<file path="src/rtl/isa_pkg.sv">
// Shared ISA definitions for the instruction encoder and the control decoder:
// opcodes, descriptor kinds and instruction field positions.
package isa_pkg;

   localparam logic [5:0] OP_RTYPE = 6'b000000;
   localparam logic [5:0] OP_J     = 6'b000010;
   localparam logic [5:0] OP_ANDI  = 6'b001100;
   localparam logic [5:0] OP_SW    = 6'b101011;
   localparam logic [5:0] OP_LW    = 6'b100011;
   localparam logic [5:0] OP_ADDI  = 6'b001000;
   localparam logic [5:0] OP_BEQ   = 6'b000100;
   localparam logic [5:0] OP_BNE   = 6'b000101;

   typedef enum logic [2:0] {
      KIND_R    = 3'd0,
      KIND_J    = 3'd1,
      KIND_ANDI = 3'd2,
      KIND_SW   = 3'd3,
      KIND_LW   = 3'd4,
      KIND_ADDI = 3'd5,
      KIND_BEQ  = 3'd6,
      KIND_BNE  = 3'd7
   } kind_e;

   localparam int OP_LSB     = 26;
   localparam int RS_LSB     = 21;
   localparam int RT_LSB     = 16;
   localparam int RD_LSB     = 11;
   localparam int SHAMT_LSB  = 6;
   localparam int FUNCT_LSB  = 0;
   localparam int IMM_LSB    = 0;
   localparam int TARGET_LSB = 0;

   // Opcode for the I-type kinds; R-type and j are packed separately.
   function automatic logic [5:0] itype_op(input kind_e kind);
      case (kind)
         KIND_ANDI: itype_op = OP_ANDI;
         KIND_SW:   itype_op = OP_SW;
         KIND_LW:   itype_op = OP_LW;
         KIND_ADDI: itype_op = OP_ADDI;
         KIND_BEQ:  itype_op = OP_BEQ;
         KIND_BNE:  itype_op = OP_BNE;
         default:   itype_op = OP_RTYPE;
      endcase
   endfunction

endpackage

</file>
<file path="src/rtl/instr_encoder_if.sv">
// Descriptor stream between the program source and the instruction encoder.
interface instr_encoder_if;
   import isa_pkg::*;

   logic        in_valid;
   logic        in_ready;
   kind_e       in_kind;
   logic [4:0]  in_rs;
   logic [4:0]  in_rt;
   logic [4:0]  in_rd;
   logic [4:0]  in_shamt;
   logic [5:0]  in_funct;
   logic [15:0] in_imm;
   logic [25:0] in_target;
   logic        in_last;

   modport master (
      output in_valid, in_kind, in_rs, in_rt, in_rd, in_shamt,
             in_funct, in_imm, in_target, in_last,
      input  in_ready
   );

   modport slave (
      input  in_valid, in_kind, in_rs, in_rt, in_rd, in_shamt,
             in_funct, in_imm, in_target, in_last,
      output in_ready
   );

endinterface

</file>
<file path="src/rtl/instr_pack.sv">
// Combinational packer: maps a descriptor kind plus its fields to a 32-bit MIPS word.
module instr_pack
   import isa_pkg::*;
(
   input  kind_e       kind,
   input  logic [4:0]  rs,
   input  logic [4:0]  rt,
   input  logic [4:0]  rd,
   input  logic [4:0]  shamt,
   input  logic [5:0]  funct,
   input  logic [15:0] imm,
   input  logic [25:0] target,
   output logic [31:0] word
);

   // Pack by field position; fields a kind does not use never reach the word.
   always_comb begin
      word = 32'd0;
      case (kind)
         KIND_R: word = (32'(OP_RTYPE) << OP_LSB) | (32'(rs) << RS_LSB)
                      | (32'(rt) << RT_LSB) | (32'(rd) << RD_LSB)
                      | (32'(shamt) << SHAMT_LSB) | (32'(funct) << FUNCT_LSB);
         KIND_J: word = (32'(OP_J) << OP_LSB) | (32'(target) << TARGET_LSB);
         KIND_ANDI, KIND_SW, KIND_LW, KIND_ADDI, KIND_BEQ, KIND_BNE:
                 word = (32'(itype_op(kind)) << OP_LSB) | (32'(rs) << RS_LSB)
                      | (32'(rt) << RT_LSB) | (32'(imm) << IMM_LSB);
         default: word = 32'd0;
      endcase
   end

endmodule

</file>
<file path="src/rtl/instr_encoder.sv">
// Program loader: accepts descriptors, encodes them and writes consecutive
// instruction-memory words until the last descriptor or the memory is full.
module instr_encoder
   import isa_pkg::*;
#(
   parameter int ADDR_W = 8
) (
   input  logic              clk,
   input  logic              rst,
   input  logic              start,
   instr_encoder_if.slave    in_bus,
   output logic              imem_we,
   output logic [ADDR_W-1:0] imem_addr,
   output logic [31:0]       imem_wdata,
   output logic [ADDR_W:0]   count,
   output logic              done,
   output logic              full
);

   typedef enum logic [1:0] {
      ST_IDLE = 2'd0,
      ST_LOAD = 2'd1,
      ST_DONE = 2'd2
   } state_e;

   localparam logic [ADDR_W:0]   DEPTH_C   = {1'b1, {ADDR_W{1'b0}}};
   localparam logic [ADDR_W:0]   CNT_ONE_C = {{ADDR_W{1'b0}}, 1'b1};
   localparam logic [ADDR_W-1:0] PTR_ONE_C = ADDR_W'(1'b1);

   state_e              state_r;
   state_e              state_s;
   logic                in_ready_s;
   logic                accept_s;
   logic                fill_s;
   logic [31:0]         word_s;
   logic [ADDR_W-1:0]   wr_ptr_r;
   logic [ADDR_W:0]     count_r;
   logic                done_r;
   logic                full_r;
   logic                imem_we_r;
   logic [ADDR_W-1:0]   imem_addr_r;
   logic [31:0]         imem_wdata_r;

   instr_pack u_pack (
      .kind   (in_bus.in_kind),
      .rs     (in_bus.in_rs),
      .rt     (in_bus.in_rt),
      .rd     (in_bus.in_rd),
      .shamt  (in_bus.in_shamt),
      .funct  (in_bus.in_funct),
      .imm    (in_bus.in_imm),
      .target (in_bus.in_target),
      .word   (word_s)
   );

   assign accept_s = in_ready_s && in_bus.in_valid;
   // This accept takes the last free word.
   assign fill_s   = (count_r + CNT_ONE_C) == DEPTH_C;

   // State register.
   always_ff @(posedge clk) begin
      if (rst) begin
         state_r <= ST_IDLE;
      end else begin
         state_r <= state_s;
      end
   end

   // Next state and ready; start wins in every state and blocks the beat in its cycle.
   always_comb begin
      state_s    = state_r;
      in_ready_s = 1'b0;
      case (state_r)
         ST_IDLE: begin
            if (start) begin
               state_s = ST_LOAD;
            end else begin
               state_s = ST_IDLE;
            end
         end
         ST_LOAD: begin
            in_ready_s = !full_r && !start;
            if (start) begin
               state_s = ST_LOAD;
            end else if (accept_s && (in_bus.in_last || fill_s)) begin
               state_s = ST_DONE;
            end else begin
               state_s = ST_LOAD;
            end
         end
         ST_DONE: begin
            if (start) begin
               state_s = ST_LOAD;
            end else begin
               state_s = ST_DONE;
            end
         end
         default: begin
            state_s = ST_IDLE;
         end
      endcase
   end

   // Write port, pointer and progress flags, all registered on the accept edge.
   always_ff @(posedge clk) begin
      if (rst) begin
         wr_ptr_r     <= {ADDR_W{1'b0}};
         count_r      <= {(ADDR_W+1){1'b0}};
         done_r       <= 1'b0;
         full_r       <= 1'b0;
         imem_we_r    <= 1'b0;
         imem_addr_r  <= {ADDR_W{1'b0}};
         imem_wdata_r <= 32'd0;
      end else if (start) begin
         wr_ptr_r  <= {ADDR_W{1'b0}};
         count_r   <= {(ADDR_W+1){1'b0}};
         done_r    <= 1'b0;
         full_r    <= 1'b0;
         imem_we_r <= 1'b0;
      end else begin
         imem_we_r <= accept_s;
         if (accept_s) begin
            imem_addr_r  <= wr_ptr_r;
            imem_wdata_r <= word_s;
            wr_ptr_r     <= wr_ptr_r + PTR_ONE_C;
            count_r      <= count_r + CNT_ONE_C;
            done_r       <= in_bus.in_last || fill_s;
            full_r       <= fill_s;
         end else begin
            imem_addr_r  <= imem_addr_r;
            imem_wdata_r <= imem_wdata_r;
         end
      end
   end

   assign in_bus.in_ready = in_ready_s;
   assign imem_we         = imem_we_r;
   assign imem_addr       = imem_addr_r;
   assign imem_wdata      = imem_wdata_r;
   assign count           = count_r;
   assign done            = done_r;
   assign full            = full_r;

endmodule

</file>
<file path="src/flat_wrapper.sv">
// flat-port wrapper written by rule: the top's interface ports become plain ports
module instr_encoder_flat import isa_pkg::*;
#(
   parameter int ADDR_W = 8
)
  (clk, rst, start, imem_we, imem_addr, imem_wdata, count, done, full, in_bus_in_valid, in_bus_in_kind, in_bus_in_rs, in_bus_in_rt, in_bus_in_rd, in_bus_in_shamt, in_bus_in_funct, in_bus_in_imm, in_bus_in_target, in_bus_in_last, in_bus_in_ready);
  instr_encoder_if in_bus_i ();
  input  logic clk;
  input  logic rst;
  input  logic start;
  output logic imem_we;
  output logic [ADDR_W-1:0] imem_addr;
  output logic [31:0] imem_wdata;
  output logic [ADDR_W:0] count;
  output logic done;
  output logic full;
  input wire logic [$bits(in_bus_i.in_valid)-1:0] in_bus_in_valid;
  input wire logic [$bits(in_bus_i.in_kind)-1:0] in_bus_in_kind;
  input wire logic [$bits(in_bus_i.in_rs)-1:0] in_bus_in_rs;
  input wire logic [$bits(in_bus_i.in_rt)-1:0] in_bus_in_rt;
  input wire logic [$bits(in_bus_i.in_rd)-1:0] in_bus_in_rd;
  input wire logic [$bits(in_bus_i.in_shamt)-1:0] in_bus_in_shamt;
  input wire logic [$bits(in_bus_i.in_funct)-1:0] in_bus_in_funct;
  input wire logic [$bits(in_bus_i.in_imm)-1:0] in_bus_in_imm;
  input wire logic [$bits(in_bus_i.in_target)-1:0] in_bus_in_target;
  input wire logic [$bits(in_bus_i.in_last)-1:0] in_bus_in_last;
  output wire logic [$bits(in_bus_i.in_ready)-1:0] in_bus_in_ready;
  assign in_bus_i.in_valid = in_bus_in_valid;
  assign in_bus_i.in_kind = in_bus_in_kind;
  assign in_bus_i.in_rs = in_bus_in_rs;
  assign in_bus_i.in_rt = in_bus_in_rt;
  assign in_bus_i.in_rd = in_bus_in_rd;
  assign in_bus_i.in_shamt = in_bus_in_shamt;
  assign in_bus_i.in_funct = in_bus_in_funct;
  assign in_bus_i.in_imm = in_bus_in_imm;
  assign in_bus_i.in_target = in_bus_in_target;
  assign in_bus_i.in_last = in_bus_in_last;
  assign in_bus_in_ready = in_bus_i.in_ready;
  instr_encoder #(.ADDR_W(ADDR_W)) u_core (.clk(clk), .rst(rst), .start(start), .in_bus(in_bus_i), .imem_we(imem_we), .imem_addr(imem_addr), .imem_wdata(imem_wdata), .count(count), .done(done), .full(full));
endmodule
</file>
<file path="config.mk">
export PLATFORM = sky130hd
export DESIGN_NAME = instr_encoder_flat
export DESIGN_NICKNAME = d
export VERILOG_FILES = /design/src/rtl/isa_pkg.sv /design/src/rtl/instr_encoder_if.sv /design/src/rtl/instr_pack.sv /design/src/rtl/instr_encoder.sv /design/src/flat_wrapper.sv
export SDC_FILE = /design/constraint.sdc
export NUM_CORES = 1
export LEC_CHECK = 0
export ABC_CLOCK_PERIOD_IN_PS = 1540
export CELL_PAD_IN_SITES_DETAIL_PLACEMENT = 2
export CELL_PAD_IN_SITES_GLOBAL_PLACEMENT = 2
export CORE_MARGIN = 2
export CORE_UTILIZATION = 21
export CTS_CLUSTER_DIAMETER = 80
export DETAILED_ROUTE_END_ITERATION = 16
export GPL_ROUTABILITY_DRIVEN = 0
export HOLD_SLACK_MARGIN = 0.05
export PLACE_DENSITY = 0.75
export SLEW_MARGIN = 10
export SYNTH_ARGS = -nofsm -noshare
export SYNTH_HDL_FRONTEND = slang
export SYNTH_SLANG_ARGS = --single-unit
export TNS_END_PERCENT = 20
</file>
<file path="constraint.sdc">
create_clock -name clk -period 1.54 [get_ports clk]
set_input_delay 0.308 -clock clk [delete_from_list [all_inputs] [get_ports clk]]
set_output_delay 0.308 -clock clk [all_outputs]
set_load 0.1 [all_outputs]
</file>
# Word level (Yosys, flattened, before mapping)
# Cells that the tools add are included.
# word_totals
wordCells	48
input_bits	76
out_inout_bits	53
register_bits	62
# op_classes
mux	9
n_eq_ne	10
bitwise	8
n_reduce_logical	11
add_sub_neg	2
# op_table
op	count
32-bit one-hot mux with 3 select lines	1
6-bit one-hot mux with 6 select lines	1
32-bit by 16-bit bitwise OR with 32-bit output	1
32-bit by 21-bit bitwise OR with 32-bit output	1
32-bit by 26-bit bitwise OR with 32-bit output	1
26-bit by 11-bit bitwise OR with 26-bit output	1
26-bit by 16-bit bitwise OR with 26-bit output	1
26-bit by 21-bit bitwise OR with 26-bit output	1
26-bit by 6-bit bitwise OR with 26-bit output	1
3-bit == test, second input constant	4
9-bit by 1-bit adder with 9-bit output, second input constant	1
9-bit == test, second input constant	1
8-bit by 1-bit adder with 8-bit output, second input constant	1
3-bit by 2-bit == test with 1-bit output, second input constant	2
2-bit two-way mux	3
6-bit two-way mux	1
2-bit one-hot mux with 3 select lines	1
6-bit OR reduction	1
3-bit by 1-bit == test with 1-bit output, second input constant	1
1-bit logical AND	3
3-bit zero test	1
2-bit by 1-bit == test with 1-bit output, second input constant	1
2-bit == test, second input constant	1
1-bit zero test	2
6 further kinds	7

# Depth between registers and ports, before layout
# Gate-level depths: netlist (run 1).
# logic_depth
ltp_word	8
mapped_depth	6
depth_no_buf	5

# Hierarchy
# From an unflattened synthesis (run 1), not the netlist that was laid out.
# unflattened
cells_unflattened	366
hier_area_um2	2987.9
# modules_own_cells
mod	area_each_um2	cells_each	n_inst	seq_area_each_um2
instr_encoder	2327.2	284	1	1241.2
instr_pack	660.6	82	1	0.0

# Least setup slack after synthesis (run 1)
# No wires, ideal clock.
# synth_timing
path_type	register -> register
startpoint	register u_core.full_r, in the netlist u_core.full
endpoint	register u_core.count_r[6], in the netlist u_core.count[6]
path_buffers	1
path_stages_with_launch	6
t_required_ns	1.473
slack_ns	-1.248
arrival_ns	2.721
period_less_slack_ns	2.788
setup_ns	0.067
path_cell_list	dfxtp_1 nor4b_4 clkbuf_1 nand4_1 xor2_1 nor2_1
# synth_between
elab_chain_cells	4
# synth_rtl
item	line_no	source
start, declared	instr_encoder.sv:39	logic full_r;
start signal, assigned	instr_encoder.sv:128	full_r <= fill_s;
1-bit zero test	instr_encoder.sv:82	in_ready_s = !full_r && !start;
1-bit logical AND	instr_encoder.sv:82	
1-bit two-way mux	instr_encoder.sv:73	case (state_r)
net in_bus_in_ready	flat_wrapper.sv:27	output wire logic [$bits(in_bus_i.in_ready)-1:0] in_bus_in_ready;
1-bit logical AND	instr_encoder.sv:56	assign accept_s = in_ready_s && in_bus.in_valid;
end signal, assigned	instr_encoder.sv:108	count_r <= {(ADDR_W+1){1'b0}};
end signal, assigned	instr_encoder.sv:116	count_r <= {(ADDR_W+1){1'b0}};
end signal, assigned	instr_encoder.sv:126	count_r <= count_r + CNT_ONE_C;
end, declared	instr_encoder.sv:37	logic [ADDR_W:0] count_r;
# The timed path passes the listed nets, and every way through them passes these cells.
# A chain may end at the register's enable or synchronous reset.

# Worst setup path after layout (run 1)
# layout_timing
startpoint	register u_core.count_r[0], in the netlist u_core.count[0]
endpoint	register u_core.state_r[1]
# layout_between
elab_chain_cells	7
# layout_rtl
item	line_no	source
9-bit by 1-bit adder with 9-bit output	instr_encoder.sv:58	assign fill_s = (count_r + CNT_ONE_C) == DEPTH_C;
9-bit == test	instr_encoder.sv:58	
1-bit logical OR	instr_encoder.sv:85	end else if (accept_s && (in_bus.in_last || fill_s)) begin
1-bit logical AND	instr_encoder.sv:85	
2-bit two-way mux	instr_encoder.sv:85	
2-bit two-way mux	instr_encoder.sv:83	if (start) begin
2-bit one-hot mux with 3 select lines	instr_encoder.sv:73	
end signal, assigned	instr_encoder.sv:65	state_r <= state_s;
end, declared	instr_encoder.sv:30	state_e state_r;
# No other way between the ends.

==> results of run 1 <==
## repair_timing
item                                    CTS  global route
buffers inserted                          7             3
pin swaps                                20             3
gates resized for setup                  23            14
hold buffers                              0             0
endpoints found under the setup margin   62            56
cloned                                    4             0
## flip-flops by register name, indices dropped and copies added, names as in the netlist
signal             cells
u_core.imem_we         1
u_core.wr_ptr_r        8
u_core.imem_wdata     31
u_core.imem_addr       8
u_core.count           9
u_core.state_r         2
u_core.done            1
u_core.full            1
## area by class of cell
type | instances | share of cell area
Clock inverter | 5 | 0.00985
Timing Repair Buffer | 175 | 0.404
Multi-Input combinational cell | 245 | 0.288
Inverter | 4 | 0.00257
Tap cell | 176 | 0.0377
Sequential cell | 61 | 0.215
Clock buffer | 11 | 0.0433
## cell usage in the layout, fill, tap and decap left out, types with 5 or more instances in the layout
master           synthesis  final
nand2_1                 29     28
nand4_1                  7      7
clkdlybuf4s50_1          0     73
buf_4                    2     29
a21oi_2                  0      5
mux2i_1                 43     43
o21ai_0                 36     35
buf_6                    0      6
dfxtp_4                  0      8
nor2_1                  44     41
buf_12                   0     61
a211oi_1                12      8
nand3_1                  6      5
clkbuf_16                0      9
xor2_1                   9      9
a21oi_1                 16     11
dfxtp_1                 61     51
## cell families (layout without fill, tap and decap cells)
logic type,Yosys count,count (layout),share of synthesized area
and+or+nand+nor,118,118,0.204
DFF,61,61,0.421
other,1,1,0.00129
muxes,43,43,0.149
xor gates and xnor gates,12,12,0.0363
buffers and inverters,29,195,0.0427
AOI/OAI and AO/OA,69,69,0.137
adders and majority gates,2,2,0.00863
## worst max path at each step
stage                    start                end  slack [ps]  depth (start not counted)
2_1_floorplan  u_core.count[4]  u_core.state_r[0]        -330                          4
3_3_place_gp             start  u_core.state_r[1]        -580                          6
3_5_place_dp             start  u_core.state_r[1]        -660                          6
4_1_cts        u_core.count[6]  u_core.state_r[1]        -230                          4
5_1_grt        u_core.count[0]  u_core.state_r[1]        -370                          4
6_report       u_core.count[0]  u_core.state_r[1]        -290                          4
## report_power, final
part / switching (mW) / total, mW / internal (mW)
logic: 0.491 / 0.954 / 0.462
registers: 0.0367 / 1.64 / 1.60
clock network: 0.744 / 2.08 / 1.34
## critical path, stage by stage (launching register included)
cell and delay [ps]:
dfxtp_4 380, nand3_1 150, or4_4 520, a311o_1 440, a221oi_2 250
## cell usage after synthesis, types with 2 or more instances
cell type   n
a211oi_1   12
a21oi_1    16
and2_1      3
and3_1      3
buf_2       6
buf_4       2
clkbuf_1   16
dfxtp_1    61
ha_1        2
inv_1       4
mux2i_1    43
nand2_1    29
nand3_1     6
nand3b_1    2
nand4_1     7
nor2_1     44
nor2b_1     2
nor3_1      4
o21ai_0    36
or2_2       2
or3_1       3
or4_1       2
xnor2_1     3
xor2_1      9
## routing by layer
metal,track usage,vias to the layer above,part of all wire
met4,0.0647,0,0.024
met2,0.300,92,0.53
met5,0,-,0
li1,-,1496,-
met3,0.0456,22,0.059
met1,0.176,1511,0.39
==> impl_metrics.toml, run 1 <==
[finish]
fillers = 1440
fin_util = 0.438
design_area_um2 = 5840
final_layout_size_suffix_gt1_frac = 0.317
area_delta_synth_final_pct = 102
multi_input_area_um2 = 1680
n_antenna_cell = 0
regArea_um2 = 1250
nets = 574
instances_no_fill = 677

[setup_path]
crit_path_max_fanout = 4
r2r-start = "u_core.count[0]"
r2r_setup_slack_ps = -290
r2r_cells = 4
r2r-end = "u_core.state_r[1]"
worstSetupEndpointType = "flip-flop"
arrival_ps = 2070
required_ps = 1780
startpoint_type = "flip-flop"
crit_type = "flip-flop to flip-flop"

[status]
failed_checks = "negative setup slack"
status = "finished, violations left"

[logic_synthesis]
yosysTopAreaCell = "dfxtp_1"
synth_area_um2 = 2900
synth.distinct_cells = 42
synth_ff_type = "dfxtp_1"
ys_async_sr_fraction = 0
synthTopCellsByArea = "dfxtp_1 42%, mux2i_1 15%, o21ai_0 6.2%"
syn_nets = 413
synth_warnings = 0
synthCells = 335
yosysSeqAreaShare = 0.421
ys_ff_latch = 61
yosysTopAreaCellShare = 0.421
synth_enable_flop_cells = 0
synth.avg_cell_area_um2 = 8.65

[worst_hold_path]
hold_end = "u_core.imem_wdata[10]"
hp-class = "input port to flip-flop"
hold_start = "rst"
min_path_cells = 3

[power]
powerDensity_nw_per_um2 = 800
ir_drop_mv = 0.397
finalPower_mw = 4.67
p_leak_nw = 2.18

[clocking]
cts_num_sinks = 61
cts_root_buf = "clkbuf_16"
cts_tree = "yes"
clockBufferDepth = 2
insertion_delay_ps = 330
cts.clk_slew.worst_paths_ps = 60
h-tree-depth = 3
cts-buffers-inserted = 9

[routing]
drt_iter0_markers = 98
dr_total_vias = 3121
wl_per_cell_um = 17.1
vias_per_cell = 4.61
wl_mm = 11.6
antenna_left = 0
drcViolationCount = 0
dr.pass1.iters = 4

[floorplan]
dieArea_um2 = 14800
rows = 42
fp.dieH_um = 121
die-width_um = 121
io_pins = 129
initial_core_util = 0.217
coreArea_um2 = 13300

[timing]
setup_violations = 51
max_freq_mhz = 547
hold_ws_ps = 456
rsz0062_at_grt = "yes"
slew_viol_final = 0
finalCritPeriodShare = 1.19
finClkSkew_ps = 6.36
fin_ws_ps = -289
finalHoldViolCount = 0
period_minus_slack_ps = 1830
setup_tns_ps = -6000

[global_routing]
first_global_vias = 3561
grt_max_degree = 42
antenna_found_initial = 0
grt_pass1_wl_mm = 18.6
grt-ovfl-total = 0
track_usage = 0.164

[place]
dp_cells = 647
dp_hpwl_mm = 8.41
place_ws_ps = -657
dpl-instance-area_um2 = 5180
io_buffers = 127

[run]
drv_cap = 0
Power figures use the tool's default switching activity.
==> run 2: changes to the inputs <==
Settings changed: CORE_MARGIN 2 to 8, CTS_CLUSTER_DIAMETER 80 to 200.
==> run 2 against run 1 <==
- the run still ends with negative setup slack left
- register-to-register slack better by 100 ps
- clock skew decreased by 2.2 ps
- cell count stayed put
- first-iteration DRC count is 28% lower
- critical endpoint is now u_core.state_r[0]
- final area fell by 2.4%
- wire length rose by 4.7%
- sequential power barely moved
- via count down 1.2%
- global-route usage shrank 2.5 points
- worst hold slack worse by 8.4 ps
- clock power shrank 12%
- count of clock-buffer cells in the layout rose by 3
==> impl_metrics.toml, run 2 (synthesized netlist as in run 1, its figures left out) <==
[timing]
finalHoldViolCount = 0
finalCritPeriodShare = 1.12
slew_viol_final = 0
fin_ws_ps = -187
setup_violations = 43
period_minus_slack_ps = 1730
finClkSkew_ps = 4.18
max_freq_mhz = 579
rsz0062_at_grt = "yes"
setup_tns_ps = -3550

[setup_path]
crit_path_max_fanout = 4
worst_path_max_delay_cell = "or4_1"
r2r_setup_slack_ps = -190
r2r_cells = 4
cp_num_buf_inv = 0
crit_path_start = "u_core.count[6]"
slowest_delay_ps = 510
r2r-end = "u_core.state_r[0]"
worstSetupEndpointType = "flip-flop"
crit_type = "flip-flop to flip-flop"
startpoint_type = "flip-flop"
cp-endpoint = "u_core.state_r[0]"
cp_cell_sequence = "nand4_4, or4_1, a311o_1, and4b_1"
arrival_ps = 1940
required_ps = 1750
r2r-start = "u_core.count[6]"
cpLargestDelayFamily = "simple AND/OR/NAND/NOR gates"
path_depth = 4

[global_routing]
track_usage = 0.139
first_global_vias = 3652
grt-ovfl-total = 0
grt_max_degree = 42
antenna_found_initial = 0
grt_pass1_wl_mm = 19.8

[clocking]
cts-buffers-inserted = 9
cts_root_buf = "clkbuf_16"
cts_num_sinks = 61
h-tree-depth = 3
clockBufferDepth = 2
insertion_delay_ps = 330
cts.clk_slew.worst_paths_ps = 50
cts_tree = "yes"

[run]
drv_cap = 0

[routing]
wl_mm = 12.1
antenna_left = 0
wl_per_cell_um = 17.9
vias_per_cell = 4.56
drt_iter0_markers = 71
drcViolationCount = 0
dr.pass1.iters = 4
dr_total_vias = 3084

[finish]
nets = 570
fin_util = 0.417
mostFrequentLayoutCell = "clkdlybuf4s50_1"
largest_reg_flops = 31
final_layout_size_suffix_gt1_frac = 0.306
n_antenna_cell = 0
area_delta_synth_final_pct = 96.8
final_cell_mix = "73 x clkdlybuf4s50_1, 57 x buf_12, 50 x dfxtp_1, 43 x mux2i_1, 42 x nor2_1"

[power]
ir_drop_mv = 0.533
p_leak_nw = 2.11
powerDensity_nw_per_um2 = 769

[floorplan]
rows = 43
fp.dieH_um = 133
die-width_um = 133
initial_core_util = 0.212
io_pins = 129
coreArea_um2 = 13700
dieArea_um2 = 17800

[place]
io_buffers = 127
place_ws_ps = -606
dp_hpwl_mm = 9.16

[worst_hold_path]
hp-class = "input port to flip-flop"

[status]
failed_checks = "negative setup slack"
status = "finished, violations left"
## run 2: layout make-up
| class | instances | area [um^2] |
|---|---|---|
| Clock buffer | 14 | 254 |
| Clock inverter | 2 | 10.0 |
| Fill cell | 1454 | 7960 |
| Inverter | 4 | 15.0 |
| Multi-Input combinational cell | 245 | 1680 |
| Sequential cell | 61 | 1250 |
| Tap cell | 180 | 225 |
| Timing Repair Buffer | 171 | 2260 |
## run 2: timing repair
action	in CTS	in global routing
buffers inserted	6	3
cloned	3	0
hold buffers	0	0
pin swaps	23	5
gates resized for setup	16	19
setup endpoints to repair	59	56
## run 2: worst min-delay path by stage
| stage | start | end | slack [ps] | cells after the start |
|---|---|---|---|---|
| 2_1_floorplan | u_core.wr_ptr_r[7] | u_core.imem_addr[7] | 440 | 2 |
| 3_3_place_gp | u_core.wr_ptr_r[7] | u_core.imem_addr[7] | 460 | 2 |
| 3_5_place_dp | u_core.wr_ptr_r[7] | u_core.imem_addr[7] | 480 | 2 |
| 4_1_cts | rst | u_core.imem_wdata[9] | 440 | 3 |
| 5_1_grt | rst | u_core.imem_wdata[28] | 480 | 3 |
| 6_report | rst | u_core.state_r[1] | 450 | 3 |
## run 2: layer usage
layer / track usage / up-vias / wire [um]
li1: - / 1485 / -
met1: 0.144 / 1508 / 4730
met2: 0.253 / 77 / 6430
met3: 0.0535 / 14 / 843
met4: 0.0387 / 0 / 134
met5: 0 / - / 0
## run 2: per-stage QoR
stage / instances / area, um^2 / hold slack, ps / total power [mW]
floorplan: 335 / 2970 / 444 / 2.10
global placement: 649 / 5150 / 462 / 2.53
detailed placement: 649 / 5150 / 478 / 2.55
CTS: 674 / 5590 / 437 / 4.45
global route: 677 / 5700 / 482 / 4.59
finish: 677 / 5700 / 448 / 4.39
## run 2: where the power goes
group / internal (mW) / total, mW / switching (mW)
sequential: 1.60 / 1.64 / 0.0368
combinational: 0.444 / 0.930 / 0.486
clock: 1.13 / 1.82 / 0.691
## run 2: worst register-to-register path: cells and delay by family (launching register included)
kind	cells	cell delay (ps)
flops	1	350
simple gates	3	840
compound gates	1	420
==> run 3: changes to the inputs <==
Settings changed: GPL_ROUTABILITY_DRIVEN 0 to unset.
==> results of run 3 <==
The final DEF is identical to that of run 2; final timing and power are the same.
==> RTL edit (config.mk and constraints of run 1) <==
Register the output `count` once more, with the module's reset; this adds one clock of latency there. The other outputs are not delayed to match.
--- a/src/rtl/instr_encoder.sv
+++ b/src/rtl/instr_encoder.sv
@@ -139,3 +139,9 @@
    assign imem_wdata      = imem_wdata_r;
-   assign count           = count_r;
+   always_ff @(posedge clk) begin
+      if (rst) begin
+         count <= '0;
+      end else begin
+         count <= count_r;
+      end
+   end
    assign done            = done_r;
Behaviour: not the same (Yosys sat finds a counterexample within 4 cycles, from zero or initial values and one cycle with rst high).
==> RTL edit against run 1 <==
- synthesized area is 8.5% higher
- worst setup slack better by 0.086 ns
- sequential power is 15% higher
- routed wire length is 5.5% higher
- hold slack worse by 0.0050 ns
- sequential share of layout area is 2.6 points higher
- sequential cell count is 9 higher
- total power is 7.2% higher
- critical path type is now flip-flop to primary output
- non-clock buffer count is 1 lower
- clock power is 7% higher
- highest routed layer unchanged
- largest cell class unchanged
- via count is 2.8% higher
- final cell count is 3.1% higher
- cell area is 1.1% higher
- combinational power is 4.3% lower
- the run still ends with negative setup slack left
==> RTL edit: results (changes against run 1) <==
.. list-table::
   :header-rows: 1

   * - Metric
     - Value
   * - Final WS setup
     - -0.2029 ns (was -0.2892 ns)
   * - Vias post-DR
     - 3,208 (was 3,121)
   * - Worst setup startpoint
     - u_core.state_r[1]$_SDFF_PP0_ (was u_core.count[0]$_SDFFE_PP0P_)
   * - Layout Skew
     - 0.005848 ns (was 0.006358 ns)
   * - Maximum fanout count along the critical path
     - 2 (was 4)
   * - Commonest cells post-synth
     - sky130_fd_sc_hd__dfxtp_1, sky130_fd_sc_hd__nor2_1, sky130_fd_sc_hd__mux2i_1 (unchanged)
   * - Setup Viol. Count Final
     - 37 (was 51)
   * - FF-to-FF Start
     - u_core.state_r[1]$_SDFF_PP0_ (was u_core.count[0]$_SDFFE_PP0P_)
   * - FF-to-FF setup slack
     - -0.18 ns (was -0.29 ns)
   * - Critical-path cell with the highest stage delay
     - sky130_fd_sc_hd__dfxtp_4 (was sky130_fd_sc_hd__or4_4)
   * - Largest stage delay, worst path
     - 0.35 ns (was 0.52 ns)
   * - Sequential area share after synthesis
     - 0.4455 (was 0.4214)
   * - Number of nets in the layout
     - 587 (was 574)
   * - Clock group share of total power
     - 0.444 (was 0.446)
   * - Synth cell types
     - 39 (was 42)
   * - Fraction of layout cells with a size suffix above 1
     - 0.2802 (was 0.3174)
   * - Global-route wire length before repair
     - 19,160 um (was 18,600 um)
   * - DRT met1 WL
     - 4520 um (was 4477 um)
   * - Top post-synthesis cells by area
     - sky130_fd_sc_hd__dfxtp_1, sky130_fd_sc_hd__mux2i_1, sky130_fd_sc_hd__o21ai_0 (unchanged)
   * - GR Util All Layers
     - 0.1514 (was 0.1635)
   * - VDD IR-drop max
     - 0.5002 mV (was 0.3972 mV)
   * - Total length of routed met2 wires
     - 6858 um (was 6148 um)
   * - Total negative setup slack
     - -2.833 ns (was -6.005 ns)
   * - 1st-iter DRT viols
     - 108 (was 98)
   * - Failing checks
     - negative setup slack (unchanged)
   * - Detailed placer's ending HPWL
     - 8871 um (was 8412 um)
   * - Maximum number of pins on one net before global-route repair
     - 50 (was 42)
   * - Met3 WL post-DR
     - 683 um (was 685 um)
   * - Status
     - complete, but fails checks (unchanged)
   * - Met1 Track Usage GR
     - 0.1528 (was 0.1765)
   * - Leakage component of the power
     - 2.205 nW (was 2.176 nW)
   * - Met2 routing resource usage after global routing
     - 0.2938 (was 0.2999)
-- RTL edit: cell count changes after synthesis, sizes merged, moves of 2 or more --
cell,delta
buf,+2
nor2b,+7
or4,-2
nand2,-5
dfxtp,+9
-- RTL edit: timing repair --
action                                  CTS  global route
pin swaps                                 9            13
gates resized for setup                  10            26
cloned                                    0             1
endpoints found under the setup margin   60            56
setup buffers                             6             5
-- RTL edit: critical path: cells and delay by family (launching register included) --
kind | cells | cell delay, ns
and+or+nand+nor | 1 | 0.31
DFF | 1 | 0.35
buffers and inverters | 3 | 0.44
-- RTL edit: stage by stage --
stage	worst slack [ns]	std cells	hold WS (ns)	utilization
2_1_floorplan	-0.1043	350	0.4437	-
3_3_place_gp	-0.4766	670	0.4754	0.3668
3_5_place_dp	-0.5799	670	0.4914	0.3668
4_1_cts	-0.1827	692	0.4420	0.3927
5_1_grt	-0.2564	698	0.4681	0.4049
6_report	-0.2029	698	0.4512	0.4049
-- RTL edit: cells by family (layout without fill, tap and decap cells) --
kind of cell,count (synthesis),after routing,share of synthesized area
and+or+nand+nor,121,121,0.1953
buffers and inverters,30,194,0.04654
AOI/OAI and AO/OA,69,69,0.1273
other,1,1,0.001192
DFF,70,70,0.4455
adders and majority gates,2,2,0.007954
muxes,44,44,0.1400
xor gates and xnor gates,13,13,0.03620
-- RTL edit: cell type report --
cell class	instances	area [um^2]
multi-input combinational	250	1710
timing repair buffer	174	2217
inverter	4	15.01
tap	184	230.2
fill	1541	8682
clock inverter	6	86.33
sequential	70	1419
clock buffer	10	229.0
-- RTL edit: final timing paths --
kind,end,cells past startpoint
max,in_bus_in_ready,4
min,u_core.count[5]$_SDFF_PP0_,3
max reg2reg,u_core.state_r[0]$_SDFF_PP0_,6
min reg2reg,u_core.imem_addr[6]$_SDFFE_PP0P_,2
